File: config.mk
export PLATFORM = sky130hd
export DESIGN_NAME = avst_pkt_rx_router
export DESIGN_NICKNAME = d
export VERILOG_FILES = /design/src/rtl/avst_pkt_rx_router_pkg.sv /design/src/rtl/avst_pkt_rx_router_fifo.sv /design/src/rtl/avst_pkt_rx_router.sv
export SDC_FILE = /design/constraint.sdc
export NUM_CORES = 2
export LEC_CHECK = 0
export BUFFER_PORTS_ARGS = -buffer_cell sky130_fd_sc_hd__buf_2
export CAP_MARGIN = 20
export CORE_ASPECT_RATIO = 1.5
export CORE_MARGIN = 2
export CORE_UTILIZATION = 35
export CTS_CLUSTER_SIZE = 10
export DETAILED_ROUTE_END_ITERATION = 7
export SYNTH_ARGS = -nofsm -noshare
export SYNTH_HDL_FRONTEND = slang
export SYNTH_SLANG_ARGS = --single-unit
File: constraint.sdc
create_clock -name clk -period 13 [get_ports clk]
set_clock_uncertainty 0.05 [all_clocks]
set_input_delay 2.6 -clock clk [delete_from_list [all_inputs] [get_ports clk]]
set_output_delay 2.6 -clock clk [all_outputs]
set_load 0.02 [all_outputs]
File: src/rtl/avst_pkt_rx_router_pkg.sv
// Shared PCIe AVST beat types, channel count and TLP constants used by the
// packet RX router and its beat buffer.
package avst_pkt_rx_router_pkg;

   localparam int NUM_AVST_CH = 4;

   // fmttype[4:0] of any completion TLP (Cpl, CplD; with or without data)
   localparam logic [4:0] FMTTYPE_CPL = 5'b01010;

   localparam int ERR_OVERFLOW = 0;
   localparam int ERR_ORPHAN   = 1;

   typedef struct packed {
      logic [7:0]  fmttype;
      logic [7:0]  attr;
      logic [15:0] length;
   } t_tlp_dw0;

   typedef struct packed {
      t_tlp_dw0    dw0;
      logic [31:0] dw1;
   } t_tlp_hdr;

   typedef struct packed {
      logic        valid;
      logic        sop;
      logic        eop;
      t_tlp_hdr    hdr;
      logic [31:0] data;
   } t_avst_pcie_tx;

endpackage

File: src/rtl/avst_pkt_rx_router_fifo.sv
// Multi-write, single-read beat buffer: up to NUM_CH beats written per edge,
// packed contiguously from wptr; a cycle that does not fit is dropped whole.
module pkt_rx_mwr_fifo
   import avst_pkt_rx_router_pkg::*;
#(
   parameter int NUM_CH   = 2,
   parameter int BUF_SIZE = 16
)
(
   input  logic                      clk,
   input  logic                      rst,
   input  t_avst_pcie_tx             wr_beat [NUM_CH],
   input  logic                      rd,
   output t_avst_pcie_tx             rd_beat,
   output logic                      empty,
   output logic [$clog2(BUF_SIZE):0] usedw,
   output logic                      overflow
);

   localparam int AW = $clog2(BUF_SIZE);
   localparam int UW = AW + 1;

   t_avst_pcie_tx mem [BUF_SIZE];
   logic [AW-1:0] wptr;
   logic [AW-1:0] rptr;
   logic [AW-1:0] waddr [NUM_CH];
   logic [UW-1:0] wcount;
   logic [UW-1:0] free;
   logic [UW-1:0] wr_n;
   logic          accept;

   always_comb begin
      wcount = '0;
      for (int c = 0; c < NUM_CH; c++) begin
         waddr[c] = wptr + wcount[AW-1:0];
         if (wr_beat[c].valid) wcount = wcount + UW'(1);
      end
   end

   // The slot being read this edge is already free for a same-edge write.
   assign free     = UW'(BUF_SIZE) - usedw + UW'(rd);
   assign accept   = (wcount <= free);
   assign wr_n     = accept ? wcount : '0;
   assign overflow = (wcount != '0) && !accept;
   assign empty    = (usedw == '0);
   assign rd_beat  = mem[rptr];

   always_ff @(posedge clk) begin
      if (rst) begin
         wptr  <= '0;
         rptr  <= '0;
         usedw <= '0;
      end else begin
         wptr  <= wptr + wr_n[AW-1:0];
         if (rd) rptr <= rptr + AW'(1);
         usedw <= usedw + wr_n - UW'(rd);
      end
   end

   always_ff @(posedge clk) begin
      if (accept) begin
         for (int c = 0; c < NUM_CH; c++) begin
            if (wr_beat[c].valid) mem[waddr[c]] <= wr_beat[c];
         end
      end
   end

endmodule

File: src/rtl/avst_pkt_rx_router.sv
// Buffers multi-channel AVST beats and routes packets to a completion or memory
// sink by the sop header. Define PKT_RX_STATS_EN to add per-sink packet counters.
module avst_pkt_rx_router
   import avst_pkt_rx_router_pkg::*;
#(
   parameter int NUM_CH        = 2,
   parameter int BUF_SIZE      = 16,
   parameter int READY_LATENCY = 3
)
(
   input  logic          clk,
   input  logic          rst,
   input  t_avst_pcie_tx i_tx_st [NUM_CH],
   output logic          o_tx_st_ready,
   output t_avst_pcie_tx o_cpl_st,
   input  logic          i_cpl_st_ready,
   output t_avst_pcie_tx o_mem_st,
   input  logic          i_mem_st_ready,
   output logic [1:0]    o_err
`ifdef PKT_RX_STATS_EN
   ,
   output logic [31:0]   o_cpl_pkt_cnt,
   output logic [31:0]   o_mem_pkt_cnt
`endif
);

   localparam int UW           = $clog2(BUF_SIZE) + 1;
   localparam int READY_THRESH = BUF_SIZE - READY_LATENCY * NUM_CH;

   logic [UW-1:0] usedw;
   logic          fifo_empty;
   logic          fifo_ovf;
   logic          rd;
   t_avst_pcie_tx fifo_beat;
   t_avst_pcie_tx dout_beat;
   logic          dout_valid;
   logic          pkt_open;
   logic          open_dest_cpl;
   logic          dest_cpl;
   logic          orphan;
   logic          dest_free;
   logic          dout_fire;

   pkt_rx_mwr_fifo #(
      .NUM_CH   (NUM_CH),
      .BUF_SIZE (BUF_SIZE)
   ) u_fifo (
      .clk      (clk),
      .rst      (rst),
      .wr_beat  (i_tx_st),
      .rd       (rd),
      .rd_beat  (fifo_beat),
      .empty    (fifo_empty),
      .usedw    (usedw),
      .overflow (fifo_ovf)
   );

   // Headroom of READY_LATENCY cycles of full-width writes after ready drops.
   assign o_tx_st_ready = (usedw < UW'(READY_THRESH));

   always_comb begin
      dest_cpl = open_dest_cpl;
      orphan   = 1'b0;
      if (dout_beat.sop) dest_cpl = (dout_beat.hdr.dw0.fmttype[4:0] == FMTTYPE_CPL);
      else               orphan   = !pkt_open;
      dest_free = dest_cpl ? (!o_cpl_st.valid || i_cpl_st_ready)
                           : (!o_mem_st.valid || i_mem_st_ready);
      dout_fire = dout_valid && (orphan || dest_free);
   end

   assign rd = !fifo_empty && (!dout_valid || dout_fire);

   always_ff @(posedge clk) begin
      if (rst) begin
         dout_valid <= 1'b0;
         dout_beat  <= '0;
      end else if (!dout_valid || dout_fire) begin
         dout_valid <= rd;
         if (rd) dout_beat <= fifo_beat;
      end
   end

   always_ff @(posedge clk) begin
      if (rst) begin
         pkt_open      <= 1'b0;
         open_dest_cpl <= 1'b0;
         o_err         <= '0;
      end else begin
         if (dout_fire && !orphan) begin
            pkt_open      <= !dout_beat.eop;
            open_dest_cpl <= dest_cpl;
         end
         if (fifo_ovf)            o_err[ERR_OVERFLOW] <= 1'b1;
         if (dout_fire && orphan) o_err[ERR_ORPHAN]   <= 1'b1;
      end
   end

   always_ff @(posedge clk) begin
      if (rst) begin
         o_cpl_st <= '0;
      end else if (dout_fire && !orphan && dest_cpl) begin
         o_cpl_st <= dout_beat;
      end else if (i_cpl_st_ready) begin
         o_cpl_st.valid <= 1'b0;
      end
   end

   always_ff @(posedge clk) begin
      if (rst) begin
         o_mem_st <= '0;
      end else if (dout_fire && !orphan && !dest_cpl) begin
         o_mem_st <= dout_beat;
      end else if (i_mem_st_ready) begin
         o_mem_st.valid <= 1'b0;
      end
   end

`ifdef PKT_RX_STATS_EN
   always_ff @(posedge clk) begin
      if (rst) begin
         o_cpl_pkt_cnt <= '0;
         o_mem_pkt_cnt <= '0;
      end else begin
         if (o_cpl_st.valid && i_cpl_st_ready && o_cpl_st.eop && (o_cpl_pkt_cnt != '1))
            o_cpl_pkt_cnt <= o_cpl_pkt_cnt + 32'd1;
         if (o_mem_st.valid && i_mem_st_ready && o_mem_st.eop && (o_mem_pkt_cnt != '1))
            o_mem_pkt_cnt <= o_mem_pkt_cnt + 32'd1;
      end
   end
`endif

endmodule

==> flow_summary.toml <==
[timing]
finalHoldViolations = 0
layout_setup_ws_ns = 5.459
worst_pin_slew_ns = 1.385
maxSlewViolCount = 0
slew_headroom = 0.07657
fmax_ghz = 0.1326
final-setup-viol-count = 0
rsz0062_at_grt = "false"
finalCriticalPeriod_ns = 7.541
period_share = 0.5801

[global_routing]
grtUsageTotal = 0.2168
grt_max_degree = 133
grt_pass1_wl_um = 412700
antenna_found_initial = 97
overflow = 0
grt_pass1_vias = 55050

[power_and_ir_drop]
power_frac_seq = 0.424
internal-power_mw = 12.82
p_per_area_nw_per_um2 = 183.9
clock_power_share = 0.299
p_leak_nw = 33.34
p_comb_frac = 0.277
peakVddDrop_mv = 0.2385
p_sw_frac = 0.3129
p_sw_mw = 5.837

[yosys]
synth_compound_area_frac = 0.04031
synth_area_um2 = 90550
syn-num-nets = 5879
syn_avg_cell_area_um2 = 16.01
synth_xor_area_frac = 0.0007738
synth.distinct_cells = 53
synth_mux_area_frac = 0.2977
ys_warn_count = 0
synth_top_family_by_area = "multiplexers"
synthCells = 5656
synth_fa_ha_area_frac = 0.003068
synth_flop_cell = "edfxtp_1"
async_flop_share = 0
seq_area_frac_synth = 0.5949
synth_simple_gate_area_frac = 0.02913
synth_edf_count = 1584
ys_ff_latch = 1899

[clock_network]
cts_root_buffer = "clkbuf_16"
cts_max_level = 4
clk_path_buf_depth = 4
clock_sink_count = 1899
post_cts_resize_count = 0
clock_latency_ns = 0.89
cts_hold_buf = 0
path_clk_slew_ns = 0.05
numCtsBuffers = 218
cts_tree = "done"
post_cts_buffers = 0

[route]
drt_wl_total_um = 291100
drc = 0
ant_nets = 0
dr.first_iter.drc_count = 4347
drt-wirelength-per-cell_um = 30.97
avgViaCountPerCell = 5.647
vias = 53070
dr.pass1.iters = 6

[floorplan]
core_area_um2 = 257300
die_area_um2 = 262900
die_w_um = 419.3
io_pins = 403
initial_core_util = 0.3519
die_height_um = 627.0
num_rows = 228

[place]
place_area_um2 = 95190
placedCellCount = 9012
place_hpwl_um = 173100
post-place-ws_ns = 4.501
io_buffer_count = 402
gp_congestion = 0.8217

[cells_and_area]
final_area_um2 = 101400
drive_above_1_share = 0.4668
fillers = 23900
instances_no_fill = 9398
utilization = 0.3942
seq_area_um2 = 53880
syn_to_final_growth_pct = 12.03
multiInputGateArea_um2 = 33920
fin_nets = 6006

[worst_hold_path]
worstHoldEndpoint = "o_cpl_st[3]"
min_from = "dout_beat[3]"
hold_path_class = "flip-flop to flip-flop"
hold_depth = 2

[critical_path]
ff2ff_setup_slack_ns = 6.76
rr_startpoint = "u_fifo.usedw[2]"
ff2ff_path_depth = 20
crit_arrival_ns = 8.02
crit_required_ns = 13.48
timing_worst_setup_path_type = "input port to flip-flop"
endpoint_kind = "flip-flop"
crit_path_max_fanout = 47
reg2reg_to = "u_fifo.mem[11][75]"
start_kind = "input port"

[job]
max-cap-violations = 0

[outcome]
status = "complete, no violations"
==> stage by stage <==
stage          hold WS, ns  TNS (ns)  power [mW]
4_1_cts             0.3812         0       18.84
6_report            0.3883         0       18.66
3_3_place_gp        0.3894         0       13.18
2_1_floorplan       0.3956   -167.63       11.35
3_5_place_dp        0.3943         0       13.26
5_1_grt             0.4024         0       19.30
==> Yosys cell counts (8+ instances only) <==
| library cell | instances | area share |
|---|---|---|
| or2_2 | 8 | 0.00055 |
| clkbuf_1 | 371 | 0.015 |
| nand2_1 | 406 | 0.017 |
| or3_1 | 8 | 0.00055 |
| buf_6 | 41 | 0.0051 |
| inv_1 | 23 | 0.00095 |
| mux2_4 | 98 | 0.016 |
| a21oi_1 | 208 | 0.011 |
| a221oi_1 | 99 | 0.0096 |
| mux4_2 | 396 | 0.098 |
| nor2_1 | 23 | 0.00095 |
| mux2_2 | 1470 | 0.18 |
| dfxtp_1 | 315 | 0.070 |
| nand2b_1 | 105 | 0.0073 |
| buf_2 | 166 | 0.0092 |
| a22o_1 | 99 | 0.0096 |
| o22ai_1 | 99 | 0.0068 |
| edfxtp_1 | 1584 | 0.53 |
| buf_1 | 13 | 0.00054 |
| buf_12 | 11 | 0.0024 |
| nor2b_1 | 9 | 0.00062 |
| nor3_1 | 9 | 0.00050 |
| ha_1 | 19 | 0.0026 |
==> layout by cell type, fill, tap and decap left out, drive strengths merged, types with 6 or more instances in the layout <==
| master | count |
|---|---|
| edfxtp | 1584 |
| mux2 | 1568 |
| buf | 515 |
| nand2 | 406 |
| mux4 | 396 |
| clkbuf | 351 |
| dfxtp | 315 |
| a21oi | 208 |
| nand2b | 105 |
| a22o | 99 |
| a221oi | 99 |
| o22ai | 99 |
| inv | 25 |
| diode | 23 |
| nor2 | 23 |
| ha | 19 |
| nor3 | 10 |
| clkinv | 10 |
| nor2b | 9 |
| or2 | 8 |
| or3 | 8 |
| nand3 | 7 |
| a21o | 7 |
| xnor2 | 6 |
| o21ai | 6 |
==> per-layer routing <==
layer / share of wire / global-route usage / up-vias / routed length [µm]
li1: - / - / 22410 / -
met2: 0.52 / 0.3900 / 1829 / 151300
met3: 0.057 / 0.03706 / 553 / 16720
met5: 0.0012 / 0 / - / 344
met4: 0.034 / 0.07186 / 60 / 10010
met1: 0.39 / 0.2608 / 28220 / 112700
==> cell type report <==
| class | count | share of cell area |
|---|---|---|
| inverter | 24 | 0.0008881 |
| tap | 3450 | 0.04255 |
| multi-input combinational | 3125 | 0.3344 |
| antenna | 23 | 0.0005674 |
| timing repair buffer | 515 | 0.02973 |
| clock buffer | 351 | 0.05962 |
| clock inverter | 11 | 0.001135 |
| sequential | 1899 | 0.5311 |
==> worst max-delay path by stage <==
stage,start,endpoint,slack (ns)
floorplan,i_mem_st_ready,u_fifo.mem[6][0],-0.38
global placement,i_mem_st_ready,u_fifo.mem[1][37],4.59
detailed placement,i_mem_st_ready,u_fifo.mem[11][25],4.50
CTS,i_mem_st_ready,u_fifo.mem[11][75],5.35
global route,i_mem_st_ready,u_fifo.mem[1][22],5.28
finish,i_mem_st_ready,u_fifo.mem[11][75],5.46
==> cells by family after synthesis <==
group                    Yosys count
multiplexers                    1965
flip-flops                      1899
buffers and inverters            632
AND/OR/NAND/NOR                  592
AO/OA/AOI/OAI                    539
adder cells (fa/ha/maj)           21
XOR/XNOR                           8
==> critical path, cell delays in order <==
cell and delay (ns):
buf_2 0.10, nand2b_1 0.25, a2111o_1 0.45, o211a_4 0.25, inv_1 0.13, ha_1 0.19
inv_1 0.06, ha_1 0.27, inv_1 0.05, ha_1 0.29, nor2b_1 0.13, o221ai_1 0.27
nor3_2 0.10, buf_4 0.23, nor3_2 0.25, buf_4 0.80, buf_4 0.58, buf_16 0.27
mux2_2 0.40
==> power by group through the flow <==
stage / Sequential, mW / Clock [mW] / Combinational, mW
detailed placement: 8.04 / 0 / 5.22
finish: 7.91 / 5.58 / 5.17
global placement: 8.00 / 0 / 5.18
global route: 7.97 / 5.89 / 5.44
floorplan: 7.97 / 0 / 3.37
CTS: 7.92 / 5.69 / 5.23
==> sequential cells by signal (all words and copies together), names as in the netlist <==
name,cells
u_fifo.mem,1584
u_fifo.wptr,4
pkt_open,1
dout_valid,1
u_fifo.rptr,4
o_err,2
open_dest_cpl,1
u_fifo.usedw,5
dout_beat,99
o_mem_st,99
o_cpl_st,99
(Power assumes the default switching activity.)
